## config.mk

```make
export PLATFORM = sky130hd
export DESIGN_NAME = axi_arbiter_2x1_flat
export DESIGN_NICKNAME = d
export VERILOG_FILES = /design/src/rtl/axi_arbiter_2x1_if.sv /design/src/rtl/axi_arbiter_2x1.sv /design/src/flat_wrapper.sv
export SDC_FILE = /design/constraint.sdc
export NUM_CORES = 1
export LEC_CHECK = 0
export CORE_AREA = 2 2 203 205
export DETAILED_ROUTE_END_ITERATION = 10
export DIE_AREA = 0 0 205 207
export GPL_TIMING_DRIVEN = 0
export HOLD_SLACK_MARGIN = 0.05
export PLACE_DENSITY = 0.35
export SYNTH_ARGS = -nofsm -noshare
export SYNTH_HDL_FRONTEND = slang
export SYNTH_SLANG_ARGS = --single-unit
```

## constraint.sdc

```tcl
create_clock -name CLK -period 3.87 [get_ports CLK]
set_input_delay 0.5805 -clock CLK [delete_from_list [all_inputs] [get_ports CLK]]
set_output_delay 0.5805 -clock CLK [all_outputs]
set_load 0.02 [all_outputs]
```

## src/rtl/axi_arbiter_2x1_if.sv

```systemverilog
// One AXI read/write port bundle (AR, R, AW, W, B) with no R/B ready signals.
// The master modport issues requests; the slave modport accepts them and returns responses.
interface axi_arbiter_2x1_if;
  logic [31:0] araddr;
  logic [7:0]  arlen;
  logic [2:0]  arsize;
  logic [1:0]  arburst;
  logic        arvalid;
  logic        arready;

  logic        rid;
  logic [31:0] rdata;
  logic [1:0]  rresp;
  logic        rlast;
  logic        rvalid;

  logic [31:0] awaddr;
  logic [7:0]  awlen;
  logic [2:0]  awsize;
  logic [1:0]  awburst;
  logic        awvalid;
  logic        awready;

  logic [31:0] wdata;
  logic [3:0]  wstrb;
  logic        wlast;
  logic        wvalid;
  logic        wready;

  logic        bid;
  logic [1:0]  bresp;
  logic        bvalid;

  modport master (
    output araddr, arlen, arsize, arburst, arvalid,
    input  arready,
    input  rid, rdata, rresp, rlast, rvalid,
    output awaddr, awlen, awsize, awburst, awvalid,
    input  awready,
    output wdata, wstrb, wlast, wvalid,
    input  wready,
    input  bid, bresp, bvalid
  );

  modport slave (
    input  araddr, arlen, arsize, arburst, arvalid,
    output arready,
    output rid, rdata, rresp, rlast, rvalid,
    input  awaddr, awlen, awsize, awburst, awvalid,
    output awready,
    input  wdata, wstrb, wlast, wvalid,
    output wready,
    output bid, bresp, bvalid
  );
endinterface

```

## src/rtl/axi_arbiter_2x1.sv

```systemverilog
// Two-requester AXI arbiter with independent read and write ownership FSMs.
// Define ARB_ROUND_ROBIN_EN for round-robin priority; the default is fixed priority to requester 0.
//
// state | meaning
// IDLE  | no owner; request fields zeroed; R/B beats dropped
// OWN0  | requester 0 owns the path until RLAST beat (read) or BVALID (write)
// OWN1  | requester 1 owns the path until RLAST beat (read) or BVALID (write)
module axi_arbiter_2x1 (
  input  logic              CLK,
  input  logic              RST,
  axi_arbiter_2x1_if.slave  s0_axi,
  axi_arbiter_2x1_if.slave  s1_axi,
  axi_arbiter_2x1_if.master m_axi,
  output logic [1:0]        RGRANT,
  output logic [1:0]        WGRANT
);

  typedef enum logic [1:0] {IDLE, OWN0, OWN1} own_state_t;

  own_state_t rd_state, rd_next;
  own_state_t wr_state, wr_next;
  logic       rd_pick1;
  logic       wr_pick1;

  always_ff @(posedge CLK) begin
    if (RST) begin
      rd_state <= IDLE;
      wr_state <= IDLE;
    end else begin
      rd_state <= rd_next;
      wr_state <= wr_next;
    end
  end

`ifdef ARB_ROUND_ROBIN_EN
  // Last owner resets to 1 so requester 0 wins the first contention.
  logic rd_last_r;
  logic wr_last_r;

  always_ff @(posedge CLK) begin
    if (RST) begin
      rd_last_r <= 1'b1;
      wr_last_r <= 1'b1;
    end else begin
      if (rd_state == IDLE && rd_next == OWN0) rd_last_r <= 1'b0;
      else if (rd_state == IDLE && rd_next == OWN1) rd_last_r <= 1'b1;
      if (wr_state == IDLE && wr_next == OWN0) wr_last_r <= 1'b0;
      else if (wr_state == IDLE && wr_next == OWN1) wr_last_r <= 1'b1;
    end
  end

  assign rd_pick1 = ~rd_last_r;
  assign wr_pick1 = ~wr_last_r;
`else
  assign rd_pick1 = 1'b0;
  assign wr_pick1 = 1'b0;
`endif

  assign RGRANT = {rd_state == OWN1, rd_state == OWN0};
  assign WGRANT = {wr_state == OWN1, wr_state == OWN0};

  // Read path: next state plus AR/R routing.
  always_comb begin
    rd_next          = rd_state;
    m_axi.araddr     = '0;
    m_axi.arlen      = '0;
    m_axi.arsize     = '0;
    m_axi.arburst    = '0;
    m_axi.arvalid    = 1'b0;
    s0_axi.arready   = 1'b0;
    s0_axi.rid       = 1'b0;
    s0_axi.rdata     = '0;
    s0_axi.rresp     = '0;
    s0_axi.rlast     = 1'b0;
    s0_axi.rvalid    = 1'b0;
    s1_axi.arready   = 1'b0;
    s1_axi.rid       = 1'b0;
    s1_axi.rdata     = '0;
    s1_axi.rresp     = '0;
    s1_axi.rlast     = 1'b0;
    s1_axi.rvalid    = 1'b0;
    case (rd_state)
      IDLE: begin
        if (s0_axi.arvalid && s1_axi.arvalid) rd_next = rd_pick1 ? OWN1 : OWN0;
        else if (s0_axi.arvalid)              rd_next = OWN0;
        else if (s1_axi.arvalid)              rd_next = OWN1;
      end
      OWN0: begin
        m_axi.araddr   = s0_axi.araddr;
        m_axi.arlen    = s0_axi.arlen;
        m_axi.arsize   = s0_axi.arsize;
        m_axi.arburst  = s0_axi.arburst;
        m_axi.arvalid  = s0_axi.arvalid;
        s0_axi.arready = m_axi.arready;
        s0_axi.rid     = m_axi.rid;
        s0_axi.rdata   = m_axi.rdata;
        s0_axi.rresp   = m_axi.rresp;
        s0_axi.rlast   = m_axi.rlast;
        s0_axi.rvalid  = m_axi.rvalid;
        if (m_axi.rvalid && m_axi.rlast) rd_next = IDLE;
      end
      OWN1: begin
        m_axi.araddr   = s1_axi.araddr;
        m_axi.arlen    = s1_axi.arlen;
        m_axi.arsize   = s1_axi.arsize;
        m_axi.arburst  = s1_axi.arburst;
        m_axi.arvalid  = s1_axi.arvalid;
        s1_axi.arready = m_axi.arready;
        s1_axi.rid     = m_axi.rid;
        s1_axi.rdata   = m_axi.rdata;
        s1_axi.rresp   = m_axi.rresp;
        s1_axi.rlast   = m_axi.rlast;
        s1_axi.rvalid  = m_axi.rvalid;
        if (m_axi.rvalid && m_axi.rlast) rd_next = IDLE;
      end
      default: rd_next = IDLE;
    endcase
  end

  // Write path: next state plus AW/W/B routing.
  always_comb begin
    wr_next          = wr_state;
    m_axi.awaddr     = '0;
    m_axi.awlen      = '0;
    m_axi.awsize     = '0;
    m_axi.awburst    = '0;
    m_axi.awvalid    = 1'b0;
    m_axi.wdata      = '0;
    m_axi.wstrb      = '0;
    m_axi.wlast      = 1'b0;
    m_axi.wvalid     = 1'b0;
    s0_axi.awready   = 1'b0;
    s0_axi.wready    = 1'b0;
    s0_axi.bid       = 1'b0;
    s0_axi.bresp     = '0;
    s0_axi.bvalid    = 1'b0;
    s1_axi.awready   = 1'b0;
    s1_axi.wready    = 1'b0;
    s1_axi.bid       = 1'b0;
    s1_axi.bresp     = '0;
    s1_axi.bvalid    = 1'b0;
    case (wr_state)
      IDLE: begin
        if (s0_axi.awvalid && s1_axi.awvalid) wr_next = wr_pick1 ? OWN1 : OWN0;
        else if (s0_axi.awvalid)              wr_next = OWN0;
        else if (s1_axi.awvalid)              wr_next = OWN1;
      end
      OWN0: begin
        m_axi.awaddr   = s0_axi.awaddr;
        m_axi.awlen    = s0_axi.awlen;
        m_axi.awsize   = s0_axi.awsize;
        m_axi.awburst  = s0_axi.awburst;
        m_axi.awvalid  = s0_axi.awvalid;
        m_axi.wdata    = s0_axi.wdata;
        m_axi.wstrb    = s0_axi.wstrb;
        m_axi.wlast    = s0_axi.wlast;
        m_axi.wvalid   = s0_axi.wvalid;
        s0_axi.awready = m_axi.awready;
        s0_axi.wready  = m_axi.wready;
        s0_axi.bid     = m_axi.bid;
        s0_axi.bresp   = m_axi.bresp;
        s0_axi.bvalid  = m_axi.bvalid;
        if (m_axi.bvalid) wr_next = IDLE;
      end
      OWN1: begin
        m_axi.awaddr   = s1_axi.awaddr;
        m_axi.awlen    = s1_axi.awlen;
        m_axi.awsize   = s1_axi.awsize;
        m_axi.awburst  = s1_axi.awburst;
        m_axi.awvalid  = s1_axi.awvalid;
        m_axi.wdata    = s1_axi.wdata;
        m_axi.wstrb    = s1_axi.wstrb;
        m_axi.wlast    = s1_axi.wlast;
        m_axi.wvalid   = s1_axi.wvalid;
        s1_axi.awready = m_axi.awready;
        s1_axi.wready  = m_axi.wready;
        s1_axi.bid     = m_axi.bid;
        s1_axi.bresp   = m_axi.bresp;
        s1_axi.bvalid  = m_axi.bvalid;
        if (m_axi.bvalid) wr_next = IDLE;
      end
      default: wr_next = IDLE;
    endcase
  end

endmodule
```

## src/flat_wrapper.sv

```systemverilog
// flat-port wrapper written by rule: the top's interface ports become plain ports
module axi_arbiter_2x1_flat 
  (CLK, RST, RGRANT, WGRANT, s0_axi_araddr, s0_axi_arlen, s0_axi_arsize, s0_axi_arburst, s0_axi_arvalid, s0_axi_arready, s0_axi_rid, s0_axi_rdata, s0_axi_rresp, s0_axi_rlast, s0_axi_rvalid, s0_axi_awaddr, s0_axi_awlen, s0_axi_awsize, s0_axi_awburst, s0_axi_awvalid, s0_axi_awready, s0_axi_wdata, s0_axi_wstrb, s0_axi_wlast, s0_axi_wvalid, s0_axi_wready, s0_axi_bid, s0_axi_bresp, s0_axi_bvalid, s1_axi_araddr, s1_axi_arlen, s1_axi_arsize, s1_axi_arburst, s1_axi_arvalid, s1_axi_arready, s1_axi_rid, s1_axi_rdata, s1_axi_rresp, s1_axi_rlast, s1_axi_rvalid, s1_axi_awaddr, s1_axi_awlen, s1_axi_awsize, s1_axi_awburst, s1_axi_awvalid, s1_axi_awready, s1_axi_wdata, s1_axi_wstrb, s1_axi_wlast, s1_axi_wvalid, s1_axi_wready, s1_axi_bid, s1_axi_bresp, s1_axi_bvalid, m_axi_araddr, m_axi_arlen, m_axi_arsize, m_axi_arburst, m_axi_arvalid, m_axi_arready, m_axi_rid, m_axi_rdata, m_axi_rresp, m_axi_rlast, m_axi_rvalid, m_axi_awaddr, m_axi_awlen, m_axi_awsize, m_axi_awburst, m_axi_awvalid, m_axi_awready, m_axi_wdata, m_axi_wstrb, m_axi_wlast, m_axi_wvalid, m_axi_wready, m_axi_bid, m_axi_bresp, m_axi_bvalid);
  axi_arbiter_2x1_if s0_axi_i ();
  axi_arbiter_2x1_if s1_axi_i ();
  axi_arbiter_2x1_if m_axi_i ();
  input  logic CLK;
  input  logic RST;
  output logic [1:0] RGRANT;
  output logic [1:0] WGRANT;
  input wire logic [$bits(s0_axi_i.araddr)-1:0] s0_axi_araddr;
  input wire logic [$bits(s0_axi_i.arlen)-1:0] s0_axi_arlen;
  input wire logic [$bits(s0_axi_i.arsize)-1:0] s0_axi_arsize;
  input wire logic [$bits(s0_axi_i.arburst)-1:0] s0_axi_arburst;
  input wire logic [$bits(s0_axi_i.arvalid)-1:0] s0_axi_arvalid;
  output wire logic [$bits(s0_axi_i.arready)-1:0] s0_axi_arready;
  output wire logic [$bits(s0_axi_i.rid)-1:0] s0_axi_rid;
  output wire logic [$bits(s0_axi_i.rdata)-1:0] s0_axi_rdata;
  output wire logic [$bits(s0_axi_i.rresp)-1:0] s0_axi_rresp;
  output wire logic [$bits(s0_axi_i.rlast)-1:0] s0_axi_rlast;
  output wire logic [$bits(s0_axi_i.rvalid)-1:0] s0_axi_rvalid;
  input wire logic [$bits(s0_axi_i.awaddr)-1:0] s0_axi_awaddr;
  input wire logic [$bits(s0_axi_i.awlen)-1:0] s0_axi_awlen;
  input wire logic [$bits(s0_axi_i.awsize)-1:0] s0_axi_awsize;
  input wire logic [$bits(s0_axi_i.awburst)-1:0] s0_axi_awburst;
  input wire logic [$bits(s0_axi_i.awvalid)-1:0] s0_axi_awvalid;
  output wire logic [$bits(s0_axi_i.awready)-1:0] s0_axi_awready;
  input wire logic [$bits(s0_axi_i.wdata)-1:0] s0_axi_wdata;
  input wire logic [$bits(s0_axi_i.wstrb)-1:0] s0_axi_wstrb;
  input wire logic [$bits(s0_axi_i.wlast)-1:0] s0_axi_wlast;
  input wire logic [$bits(s0_axi_i.wvalid)-1:0] s0_axi_wvalid;
  output wire logic [$bits(s0_axi_i.wready)-1:0] s0_axi_wready;
  output wire logic [$bits(s0_axi_i.bid)-1:0] s0_axi_bid;
  output wire logic [$bits(s0_axi_i.bresp)-1:0] s0_axi_bresp;
  output wire logic [$bits(s0_axi_i.bvalid)-1:0] s0_axi_bvalid;
  input wire logic [$bits(s1_axi_i.araddr)-1:0] s1_axi_araddr;
  input wire logic [$bits(s1_axi_i.arlen)-1:0] s1_axi_arlen;
  input wire logic [$bits(s1_axi_i.arsize)-1:0] s1_axi_arsize;
  input wire logic [$bits(s1_axi_i.arburst)-1:0] s1_axi_arburst;
  input wire logic [$bits(s1_axi_i.arvalid)-1:0] s1_axi_arvalid;
  output wire logic [$bits(s1_axi_i.arready)-1:0] s1_axi_arready;
  output wire logic [$bits(s1_axi_i.rid)-1:0] s1_axi_rid;
  output wire logic [$bits(s1_axi_i.rdata)-1:0] s1_axi_rdata;
  output wire logic [$bits(s1_axi_i.rresp)-1:0] s1_axi_rresp;
  output wire logic [$bits(s1_axi_i.rlast)-1:0] s1_axi_rlast;
  output wire logic [$bits(s1_axi_i.rvalid)-1:0] s1_axi_rvalid;
  input wire logic [$bits(s1_axi_i.awaddr)-1:0] s1_axi_awaddr;
  input wire logic [$bits(s1_axi_i.awlen)-1:0] s1_axi_awlen;
  input wire logic [$bits(s1_axi_i.awsize)-1:0] s1_axi_awsize;
  input wire logic [$bits(s1_axi_i.awburst)-1:0] s1_axi_awburst;
  input wire logic [$bits(s1_axi_i.awvalid)-1:0] s1_axi_awvalid;
  output wire logic [$bits(s1_axi_i.awready)-1:0] s1_axi_awready;
  input wire logic [$bits(s1_axi_i.wdata)-1:0] s1_axi_wdata;
  input wire logic [$bits(s1_axi_i.wstrb)-1:0] s1_axi_wstrb;
  input wire logic [$bits(s1_axi_i.wlast)-1:0] s1_axi_wlast;
  input wire logic [$bits(s1_axi_i.wvalid)-1:0] s1_axi_wvalid;
  output wire logic [$bits(s1_axi_i.wready)-1:0] s1_axi_wready;
  output wire logic [$bits(s1_axi_i.bid)-1:0] s1_axi_bid;
  output wire logic [$bits(s1_axi_i.bresp)-1:0] s1_axi_bresp;
  output wire logic [$bits(s1_axi_i.bvalid)-1:0] s1_axi_bvalid;
  output wire logic [$bits(m_axi_i.araddr)-1:0] m_axi_araddr;
  output wire logic [$bits(m_axi_i.arlen)-1:0] m_axi_arlen;
  output wire logic [$bits(m_axi_i.arsize)-1:0] m_axi_arsize;
  output wire logic [$bits(m_axi_i.arburst)-1:0] m_axi_arburst;
  output wire logic [$bits(m_axi_i.arvalid)-1:0] m_axi_arvalid;
  input wire logic [$bits(m_axi_i.arready)-1:0] m_axi_arready;
  input wire logic [$bits(m_axi_i.rid)-1:0] m_axi_rid;
  input wire logic [$bits(m_axi_i.rdata)-1:0] m_axi_rdata;
  input wire logic [$bits(m_axi_i.rresp)-1:0] m_axi_rresp;
  input wire logic [$bits(m_axi_i.rlast)-1:0] m_axi_rlast;
  input wire logic [$bits(m_axi_i.rvalid)-1:0] m_axi_rvalid;
  output wire logic [$bits(m_axi_i.awaddr)-1:0] m_axi_awaddr;
  output wire logic [$bits(m_axi_i.awlen)-1:0] m_axi_awlen;
  output wire logic [$bits(m_axi_i.awsize)-1:0] m_axi_awsize;
  output wire logic [$bits(m_axi_i.awburst)-1:0] m_axi_awburst;
  output wire logic [$bits(m_axi_i.awvalid)-1:0] m_axi_awvalid;
  input wire logic [$bits(m_axi_i.awready)-1:0] m_axi_awready;
  output wire logic [$bits(m_axi_i.wdata)-1:0] m_axi_wdata;
  output wire logic [$bits(m_axi_i.wstrb)-1:0] m_axi_wstrb;
  output wire logic [$bits(m_axi_i.wlast)-1:0] m_axi_wlast;
  output wire logic [$bits(m_axi_i.wvalid)-1:0] m_axi_wvalid;
  input wire logic [$bits(m_axi_i.wready)-1:0] m_axi_wready;
  input wire logic [$bits(m_axi_i.bid)-1:0] m_axi_bid;
  input wire logic [$bits(m_axi_i.bresp)-1:0] m_axi_bresp;
  input wire logic [$bits(m_axi_i.bvalid)-1:0] m_axi_bvalid;
  assign s0_axi_i.araddr = s0_axi_araddr;
  assign s0_axi_i.arlen = s0_axi_arlen;
  assign s0_axi_i.arsize = s0_axi_arsize;
  assign s0_axi_i.arburst = s0_axi_arburst;
  assign s0_axi_i.arvalid = s0_axi_arvalid;
  assign s0_axi_arready = s0_axi_i.arready;
  assign s0_axi_rid = s0_axi_i.rid;
  assign s0_axi_rdata = s0_axi_i.rdata;
  assign s0_axi_rresp = s0_axi_i.rresp;
  assign s0_axi_rlast = s0_axi_i.rlast;
  assign s0_axi_rvalid = s0_axi_i.rvalid;
  assign s0_axi_i.awaddr = s0_axi_awaddr;
  assign s0_axi_i.awlen = s0_axi_awlen;
  assign s0_axi_i.awsize = s0_axi_awsize;
  assign s0_axi_i.awburst = s0_axi_awburst;
  assign s0_axi_i.awvalid = s0_axi_awvalid;
  assign s0_axi_awready = s0_axi_i.awready;
  assign s0_axi_i.wdata = s0_axi_wdata;
  assign s0_axi_i.wstrb = s0_axi_wstrb;
  assign s0_axi_i.wlast = s0_axi_wlast;
  assign s0_axi_i.wvalid = s0_axi_wvalid;
  assign s0_axi_wready = s0_axi_i.wready;
  assign s0_axi_bid = s0_axi_i.bid;
  assign s0_axi_bresp = s0_axi_i.bresp;
  assign s0_axi_bvalid = s0_axi_i.bvalid;
  assign s1_axi_i.araddr = s1_axi_araddr;
  assign s1_axi_i.arlen = s1_axi_arlen;
  assign s1_axi_i.arsize = s1_axi_arsize;
  assign s1_axi_i.arburst = s1_axi_arburst;
  assign s1_axi_i.arvalid = s1_axi_arvalid;
  assign s1_axi_arready = s1_axi_i.arready;
  assign s1_axi_rid = s1_axi_i.rid;
  assign s1_axi_rdata = s1_axi_i.rdata;
  assign s1_axi_rresp = s1_axi_i.rresp;
  assign s1_axi_rlast = s1_axi_i.rlast;
  assign s1_axi_rvalid = s1_axi_i.rvalid;
  assign s1_axi_i.awaddr = s1_axi_awaddr;
  assign s1_axi_i.awlen = s1_axi_awlen;
  assign s1_axi_i.awsize = s1_axi_awsize;
  assign s1_axi_i.awburst = s1_axi_awburst;
  assign s1_axi_i.awvalid = s1_axi_awvalid;
  assign s1_axi_awready = s1_axi_i.awready;
  assign s1_axi_i.wdata = s1_axi_wdata;
  assign s1_axi_i.wstrb = s1_axi_wstrb;
  assign s1_axi_i.wlast = s1_axi_wlast;
  assign s1_axi_i.wvalid = s1_axi_wvalid;
  assign s1_axi_wready = s1_axi_i.wready;
  assign s1_axi_bid = s1_axi_i.bid;
  assign s1_axi_bresp = s1_axi_i.bresp;
  assign s1_axi_bvalid = s1_axi_i.bvalid;
  assign m_axi_araddr = m_axi_i.araddr;
  assign m_axi_arlen = m_axi_i.arlen;
  assign m_axi_arsize = m_axi_i.arsize;
  assign m_axi_arburst = m_axi_i.arburst;
  assign m_axi_arvalid = m_axi_i.arvalid;
  assign m_axi_i.arready = m_axi_arready;
  assign m_axi_i.rid = m_axi_rid;
  assign m_axi_i.rdata = m_axi_rdata;
  assign m_axi_i.rresp = m_axi_rresp;
  assign m_axi_i.rlast = m_axi_rlast;
  assign m_axi_i.rvalid = m_axi_rvalid;
  assign m_axi_awaddr = m_axi_i.awaddr;
  assign m_axi_awlen = m_axi_i.awlen;
  assign m_axi_awsize = m_axi_i.awsize;
  assign m_axi_awburst = m_axi_i.awburst;
  assign m_axi_awvalid = m_axi_i.awvalid;
  assign m_axi_i.awready = m_axi_awready;
  assign m_axi_wdata = m_axi_i.wdata;
  assign m_axi_wstrb = m_axi_i.wstrb;
  assign m_axi_wlast = m_axi_i.wlast;
  assign m_axi_wvalid = m_axi_i.wvalid;
  assign m_axi_i.wready = m_axi_wready;
  assign m_axi_i.bid = m_axi_bid;
  assign m_axi_i.bresp = m_axi_bresp;
  assign m_axi_i.bvalid = m_axi_bvalid;
  axi_arbiter_2x1 u_core (.CLK(CLK), .RST(RST), .s0_axi(s0_axi_i), .s1_axi(s1_axi_i), .m_axi(m_axi_i), .RGRANT(RGRANT), .WGRANT(WGRANT));
endmodule
```

After elaboration in Yosys (flattened, before gate mapping) --
Index checks and enable logic that the tools add are counted.
Word-level totals: register bits after elaboration 4, input port bits 306
Operators by class: equality and inequality tests 8, mux-type cells 46, reduce and logical (&&, ||, !) cells 9
Operator list (number):
- case mux 32 bit (2 select lines) | 3
- 2-to-1 mux 32 bit | 2
- case mux 8 bit (2 select lines) | 2
- 2-to-1 mux 2 bit | 12
- 2-to-1 mux 1 bit | 16
- case mux 2 bit (2 select lines) | 4
- case mux 3 bit (2 select lines) | 2
- inequality test 4 x 3 -> 1 bit, second input constant | 2
- case mux 1 bit (2 select lines) | 4
- case mux 4 bit (2 select lines) | 1
- equality test 2 x 1 -> 1 bit, second input constant | 2
- equality test 2 bit, second input constant | 2
- logical NOT 2 bit | 2
- inequality test 2 x 1 -> 1 bit, second input constant | 2
- AND reduction 2 bit | 2
- OR reduction 2 bit | 2
- logical AND 1 bit | 3

Longest topological paths before layout --
Gate-level depths: netlist of run 1.
depth after elaboration 4, depth in mapped cells 6

Worst setup path before layout of run 1 --
OpenSTA, ideal clock, no wires.
path type register to output, start reg u_core.wr_state[0], end out m_axi_awaddr[0], arrival time 1.455 ns, setup slack 1.835 ns, stages on the path, launching flop included 7, path buffers 2, cells stage by stage dfxtp_1 -> inv_1 -> ha_1 -> buf_4 -> buf_6 -> a22oi_1 -> nor2b_1
Between the ends: longest elaborated chain between the ends 2, elaborated cells between the ends (all ways) 3, those cells by class 2 x eq/ne; 1 x mux
RTL lines:
- start: declaration | line axi_arbiter_2x1.sv:21 | own_state_t wr_state, wr_next;
- start signal: assignment | line axi_arbiter_2x1.sv:31 | wr_state <= wr_next;
- equality test 2 bit
- net WGRANT[1] | line flat_wrapper.sv:10 | output logic [1:0] WGRANT;
- case mux 32 bit (2 select lines) | line axi_arbiter_2x1.sv:142 | case (wr_state)
- end: declaration | line flat_wrapper.sv:72 | output wire logic [$bits(m_axi_i.awaddr)-1:0] m_axi_awaddr;
The timed path passes the listed nets, and every way through them passes these cells.

Final worst setup path of run 1 --
start reg u_core.rd_state[0], end out m_axi_araddr[24]
Between the ends: longest elaborated chain between the ends 2, elaborated cells between the ends (all ways) 3, those cells by class 2 x eq/ne; 1 x mux
RTL lines:
- start: declaration | line axi_arbiter_2x1.sv:20 | own_state_t rd_state, rd_next;
- start signal: assignment | line axi_arbiter_2x1.sv:30 | rd_state <= rd_next;
- equality test 2 bit / equality test 2 x 1 -> 1 bit (equally long branches) | line axi_arbiter_2x1.sv:82 | case (rd_state)
- case mux 32 bit (2 select lines) * | line axi_arbiter_2x1.sv:82
- end: declaration | line flat_wrapper.sv:61 | output wire logic [$bits(m_axi_i.araddr)-1:0] m_axi_araddr;
Mark *: on every way between the ends. The rest lies on a longest branch, timed or not.

==> flow_summary.json, run 1 <==
{
  "crit_fanout": 10,
  "cts_sinks": 4,
  "reg2regPathDepth": 5,
  "post-route-min-period_ns": 3.009,
  "cts_hold_buf": 0,
  "vias_per_cell": 3.564,
  "hpwlAfterDp_um": 23730,
  "seqPwrFrac_pct": 3.0,
  "antennaDiodeCount": 0,
  "arrival_ns": 2.43,
  "drt-total-wl_um": 27100,
  "seq_area_frac_synth_pct": 2.694,
  "antenna_found_initial": 0,
  "netlist_top_cells_area": "a22oi_1 33%, nor2b_1 28%, and2_1 19%",
  "die_x_um": 205,
  "synth-simple-area-share_pct": 47.22,
  "cts_tree": "built",
  "max_slew_margin_pct": 67.36,
  "r2r_start": "u_core.wr_state[1]$_SDFFE_PP0P_",
  "crit_chain": "inv_1 -> ha_1 -> clkbuf_2 -> buf_2 -> nor2b_1 -> clkdlybuf4s50_1",
  "finClkSkew_ns": 0.00001626,
  "io_pins": 528,
  "endpoint_kind": "output port",
  "worst_pin_slew_ns": 0.4896,
  "fillers": 4499,
  "vias": 5328,
  "total_leakage_power_nw": 2.947,
  "min_from": "u_core.rd_state[0]$_SDFFE_PP0P_",
  "dieArea_um2": 42440,
  "max_freq_mhz": 332.3,
  "crit_path_max_incr_delay_ns": 0.67,
  "yosys_warnings": 0,
  "avgSynthCellArea_um2": 6.866,
  "p_clk_share_pct": 9.5,
  "tns_ns": 0,
  "synth_top_family_by_area": "simple AND/OR/NAND/NOR gates",
  "hold_depth": 2,
  "final_cell_mix": "527 x clkdlybuf4s50_1, 131 x nor2b_1, 130 x a22oi_1, 88 x and2_1, 22 x buf_2",
  "drc_errors": 0,
  "sw_frac_of_total_pct": 42.61,
  "final_common_cell": "clkdlybuf4s50_1",
  "synth_area_um2": 2973,
  "combPwrFrac_pct": 87.6,
  "synth.area.mux_share_pct": 0,
  "reg2reg_slack_ns": 2.52,
  "start_kind": "register",
  "cts_buffer_depth": 2,
  "antenna_left": 0,
  "place_ws_ns": 1.030,
  "grt_setup_unrepaired": "no",
  "fin_area_um2": 8989,
  "yosysUniqueCellTypes": 20,
  "routedWlPerCell_um": 18.13,
  "grt_pass1_vias": 5742,
  "gp_congestion": 0.7580,
  "gr-usage-all-layers_pct": 11.82,
  "finalHoldViolations": 0,
  "synth.top_cell.area_share_pct": 32.83,
  "io_buffers": 527,
  "holdWs_ns": 0.5099,
  "grt_max_degree": 11,
  "cts_inserted_buffers": 3,
  "vdd_ir_drop_max_uv": 116.2,
  "cts_setup_buffers": 0,
  "layout-drive-gt1-share_pct": 5.192,
  "final_nets": 1279,
  "synth_xor_area_share_pct": 0,
  "cts-htree-levels": 1,
  "row_count": 74,
  "yosysTopAreaCell": "a22oi_1",
  "placed_area_um2": 8914,
  "cap_viol_max_count": 0,
  "hp-class": "register to register",
  "holdPathEnd": "u_core.rd_state[0]$_SDFFE_PP0P_",
  "drt-initial-drc-count": 157,
  "outcome": "finished, final reports clean",
  "grt_pass1_wl_um": 37640,
  "syn-num-nets": 747,
  "syn_inst": 433,
  "period_share_pct": 77.76,
  "clk_latency_ns": 0.23,
  "power.switching_mw": 0.7385,
  "synth_seq_cells": 4,
  "slew_violations": 0,
  "cellPowerDensity_nw_per_um2": 192.8,
  "overflow": 0,
  "critPathSlowestCell": "clkdlybuf4s50_1",
  "coreArea_um2": 40370,
  "critical_path_class": "register to output port",
  "ctsResizeCount": 0,
  "floorplan.initialDensity_pct": 7.364,
  "dp.cells": 1492,
  "synth-compound-area-share_pct": 34.93,
  "setup_slack_ns": 0.8608,
  "die_y_um": 207,
  "required_ns": 3.29,
  "clock-root-buffer": "clkbuf_16",
  "area_delta_synth_final_pct": 202.4,
  "fin_cells": 1495,
  "firstDrtPassIters": 4,
  "path_clk_slew_ns": 0.03,
  "timing.rr.end": "u_core.wr_state[1]$_SDFFE_PP0P_",
  "synth_fa_ha_area_share_pct": 3.367,
  "setup_viol": 0,
  "internal-power_mw": 0.9946
}
==> layer usage <==
layer  GRT usage (%)  vias up  wire length, um  part of all wire (%)
met5               0        -                0                     0
met4           2.828        0              536                   2.0
met3           2.989       18             2509                   9.3
met2           23.74      326            14440                    53
met1           11.84     2396             9620                    35
li1                -     2588                -                     -
==> synthesized netlist by cell type <==
library cell,number
ha_1,8
buf_6,10
a211oi_1,1
nor2b_1,131
a21oi_1,5
clkbuf_2,6
dfxtp_1,4
a21bo_2,1
inv_1,5
a22oi_1,130
a21o_1,1
nand2b_1,3
clkbuf_1,5
o21ai_0,1
buf_4,8
buf_2,22
nor3_1,1
a21boi_0,1
nand3_1,2
and2_1,88
==> cell families after synthesis <==
kind of cell,Yosys count
simple gates,225
compound gates,140
buf+inv,56
fa+ha+maj,8
flops,4
==> critical path, delay by kind of cell, from the launching register on <==
family	cells	cell delay, ns
buffers and inverters	4	1.23
DFF	1	0.34
and+or+nand+nor	1	0.32
adders and majority gates	1	0.32
==> cell type report <==
cell class	count	area [um2]	area share (%)
Buffer	51	331.6	3.689
Multi-Input combinational cell	373	2542	28.29
Tap cell	532	665.6	7.405
Inverter	5	18.77	0.2088
Clock buffer	3	75.07	0.8352
Sequential cell	4	80.08	0.8909
Timing Repair Buffer	527	5275	58.69
==> power groups by stage <==
stage | Sequential [mW] | Clock, mW | Combinational, mW
2_1_floorplan | 0.0508 | 0 | 0.711
6_report | 0.0515 | 0.164 | 1.52
4_1_cts | 0.0517 | 0.169 | 1.56
3_5_place_dp | 0.0521 | 0 | 1.55
3_3_place_gp | 0.0523 | 0 | 1.56
5_1_grt | 0.0526 | 0.174 | 1.63
==> per-stage QoR <==
step | total power [mW] | util [%]
2_1_floorplan | 0.7617 | -
3_3_place_gp | 1.614 | 22.08
3_5_place_dp | 1.601 | 22.08
4_1_cts | 1.776 | 22.27
5_1_grt | 1.861 | 22.27
6_report | 1.733 | 22.27
==> worst max path at each step <==
stage	slack [ns]	cells past startpoint	start	end
floorplan	1.83	6	u_core.wr_state[0]$_SDFFE_PP0P_	m_axi_awaddr[0]
global placement	1.02	6	u_core.rd_state[0]$_SDFFE_PP0P_	m_axi_araddr[24]
detailed placement	1.03	6	u_core.rd_state[1]$_SDFFE_PP0P_	m_axi_araddr[24]
CTS	0.78	6	u_core.rd_state[0]$_SDFFE_PP0P_	m_axi_araddr[24]
global route	0.72	6	u_core.rd_state[1]$_SDFFE_PP0P_	m_axi_araddr[24]
finish	0.86	6	u_core.rd_state[0]$_SDFFE_PP0P_	m_axi_araddr[24]
==> registers in the layout, summed over array words and instances, names as in the netlist <==
name,cells
u_core.wr_state,2
u_core.rd_state,2
(Power assumes the default switching activity.)
==> inputs of run 2 (changes only) <==
CORE_AREA = 2 2 204 206   (was 2 2 203 205)
DIE_AREA = 0 0 206 208   (was 0 0 205 207)
PLACE_DENSITY = 0.36   (was 0.35)
clock period = 2.63 ns   (was 3.87 ns; I/O delays follow)
==> run 2 against run 1 <==
Compared with the run above:
- first-iteration DRC count shrank 15%
- register-to-register slack lost 1.3 ns
- non-clock buffer count is the same
- sequential cell count is the same
- clock power grew 47%
- cell count is essentially flat
- power grew 46%
- sequential share of layout area is essentially flat
- via count grew 1.3%
- critical endpoint is now m_axi_wdata[11]
==> flow_summary.json, run 2 (synthesis gave the netlist of run 1 again) <==
{
  "vias_per_cell": 3.608,
  "clock-root-buffer": "clkbuf_16",
  "dieArea_um2": 42850,
  "final_cell_mix": "402 x clkdlybuf4s50_1, 130 x nor2b_1, 129 x a22oi_1, 88 x and2_1, 76 x dlygate4sd2_1",
  "row_count": 74,
  "critPathSlowestCell": "clkdlybuf4s50_1",
  "cts_hold_buf": 0,
  "vias": 5397,
  "area_delta_synth_final_pct": 204.9,
  "fin_cells": 1496,
  "reg2reg_slack_ns": 1.27,
  "setup.worst_path.end": "m_axi_wdata[11]",
  "r2r_start": "u_core.wr_state[1]$_SDFFE_PP0P_",
  "grt_max_degree": 11,
  "die_y_um": 208,
  "cts_sinks": 4,
  "cts_tree": "built",
  "total_leakage_power_nw": 4.199,
  "outcome": "finished, final reports clean",
  "cts_setup_buffers": 0,
  "io_buffers": 527,
  "gr-usage-all-layers_pct": 11.73,
  "final_common_cell": "clkdlybuf4s50_1",
  "finClkSkew_ns": 0.00002853,
  "path_clk_slew_ns": 0.03,
  "final_nets": 1279,
  "grt_pass1_vias": 5711,
  "antenna_left": 0,
  "hp-class": "register to register",
  "finalHoldViolations": 0,
  "start_kind": "register",
  "fillers": 4544,
  "grt_pass1_wl_um": 37220,
  "cts_buffer_depth": 2,
  "crit_chain": "inv_1 -> ha_1 -> buf_4 -> buf_4 -> a22oi_2 -> nor2b_1 -> clkdlybuf4s50_1",
  "max_slew_margin_pct": 71.90,
  "endpoint_kind": "output port",
  "io_pins": 528,
  "max_freq_mhz": 393.1,
  "clk_latency_ns": 0.23,
  "dp.cells": 1492,
  "cellPowerDensity_nw_per_um2": 278.5,
  "cap_viol_max_count": 0,
  "regArea_um2": 80.08,
  "vdd_ir_drop_max_uv": 118.5,
  "layout-drive-gt1-share_pct": 5.607,
  "setup_slack_ns": 0.08618,
  "hpwlAfterDp_um": 23870,
  "routedWlPerCell_um": 18.19,
  "drt-total-wl_um": 27210,
  "cp_common_cell": "buf_4",
  "drc_errors": 0,
  "coreArea_um2": 40550,
  "crit_fanout": 10,
  "arrival_ns": 2.15,
  "slew_violations": 0,
  "setup_viol": 0,
  "post-route-min-period_ns": 2.544,
  "die_x_um": 206,
  "crit_path_max_incr_delay_ns": 0.57,
  "firstDrtPassIters": 4,
  "gp_congestion": 0.7961,
  "reg_top3": "u_core.rd_state (2), u_core.wr_state (2)",
  "grt_setup_unrepaired": "no",
  "critPathLaunch": "u_core.wr_state[1]$_SDFFE_PP0P_",
  "cts-htree-levels": 1,
  "period_share_pct": 96.72,
  "critical_path_class": "register to output port",
  "timing.rr.end": "u_core.wr_state[1]$_SDFFE_PP0P_",
  "antenna_found_initial": 2,
  "multi_input_comb_area_um2": 2550,
  "required_ns": 2.24,
  "holdWs_ns": 0.5095,
  "floorplan.initialDensity_pct": 7.331,
  "place_ws_ns": 0.002294,
  "overflow": 0,
  "reg2regPathDepth": 5,
  "drt-initial-drc-count": 134,
  "worst_pin_slew_ns": 0.4215,
  "cts_inserted_buffers": 3,
  "p_total_mw": 2.525
}
## run 2: cell types whose count changed in the layout (fill, tap and decap cells not counted), moves of 2 or more
| cell | before | now |
|---|---|---|
| buf_4 | 8 | 12 |
| clkbuf_2 | 6 | 3 |
| clkbuf_1 | 5 | 3 |
| dlymetal6s2s_1 | 0 | 49 |
| dlygate4sd2_1 | 0 | 76 |
| clkdlybuf4s50_1 | 527 | 402 |
| buf_2 | 22 | 17 |
| clkbuf_4 | 0 | 4 |
## run 2: final cells by class
cell class	count	area share [%]
inverter	5	0.2071
antenna	1	0.02761
buffer	51	4.072
multi-input combinational	373	28.13
clock buffer	3	0.8283
sequential	4	0.8835
timing repair buffer	527	58.50
tap	532	7.344
## run 2: worst max-delay path, delay by kind of cell, from the launching register on
| kind | cells | cell delay [ns] |
|---|---|---|
| simple gates | 1 | 0.08 |
| compound gates | 1 | 0.23 |
| buf+inv | 4 | 1.02 |
| fa+ha+maj | 1 | 0.20 |
| flops | 1 | 0.38 |
## run 2: report_power, final
part	total (mW)	switching [mW]	internal (mW)	leakage, nW
Sequential	0.0758	0.00674	0.0690	0.0330
Combinational	2.21	1.04	1.16	4.13
Clock	0.241	0.0467	0.195	0.0370
Total	2.52	1.10	1.43	4.20
## run 2: timing repair
| item | in CTS | in global routing |
|---|---|---|
| pin swaps | 0 | 0 |
| gates resized for setup | 89 | 55 |
| endpoints found under the setup margin | 128 | 56 |
## run 2: routing by layer
layer,GRT usage (%),wire (um)
met5,0,0
met4,1.453,291
met3,4.073,2756
met2,24.31,15160
met1,10.97,9006
## run 2: worst min path at each step
stage	slack (ns)	from	end	cells after the start
3_5_place_dp	0.51	u_core.rd_state[0]$_SDFFE_PP0P_	u_core.rd_state[0]$_SDFFE_PP0P_	2
2_1_floorplan	0.46	u_core.rd_state[0]$_SDFFE_PP0P_	u_core.rd_state[0]$_SDFFE_PP0P_	2
4_1_cts	0.51	u_core.rd_state[0]$_SDFFE_PP0P_	u_core.rd_state[0]$_SDFFE_PP0P_	2
6_report	0.51	u_core.rd_state[0]$_SDFFE_PP0P_	u_core.rd_state[0]$_SDFFE_PP0P_	2
5_1_grt	0.54	u_core.rd_state[0]$_SDFFE_PP0P_	u_core.rd_state[0]$_SDFFE_PP0P_	2
3_3_place_gp	0.51	u_core.rd_state[0]$_SDFFE_PP0P_	u_core.rd_state[0]$_SDFFE_PP0P_	2
## run 2: per-stage QoR
step	setup TNS [ns]	area [um2]	utilization, %
after CTS	0	8931	22.02
final	0	9064	22.35
after global routing	0	9064	22.35
after global placement	-0.007179	8914	21.98
after floorplan	0	2973	-
after detailed placement	0	8914	21.98
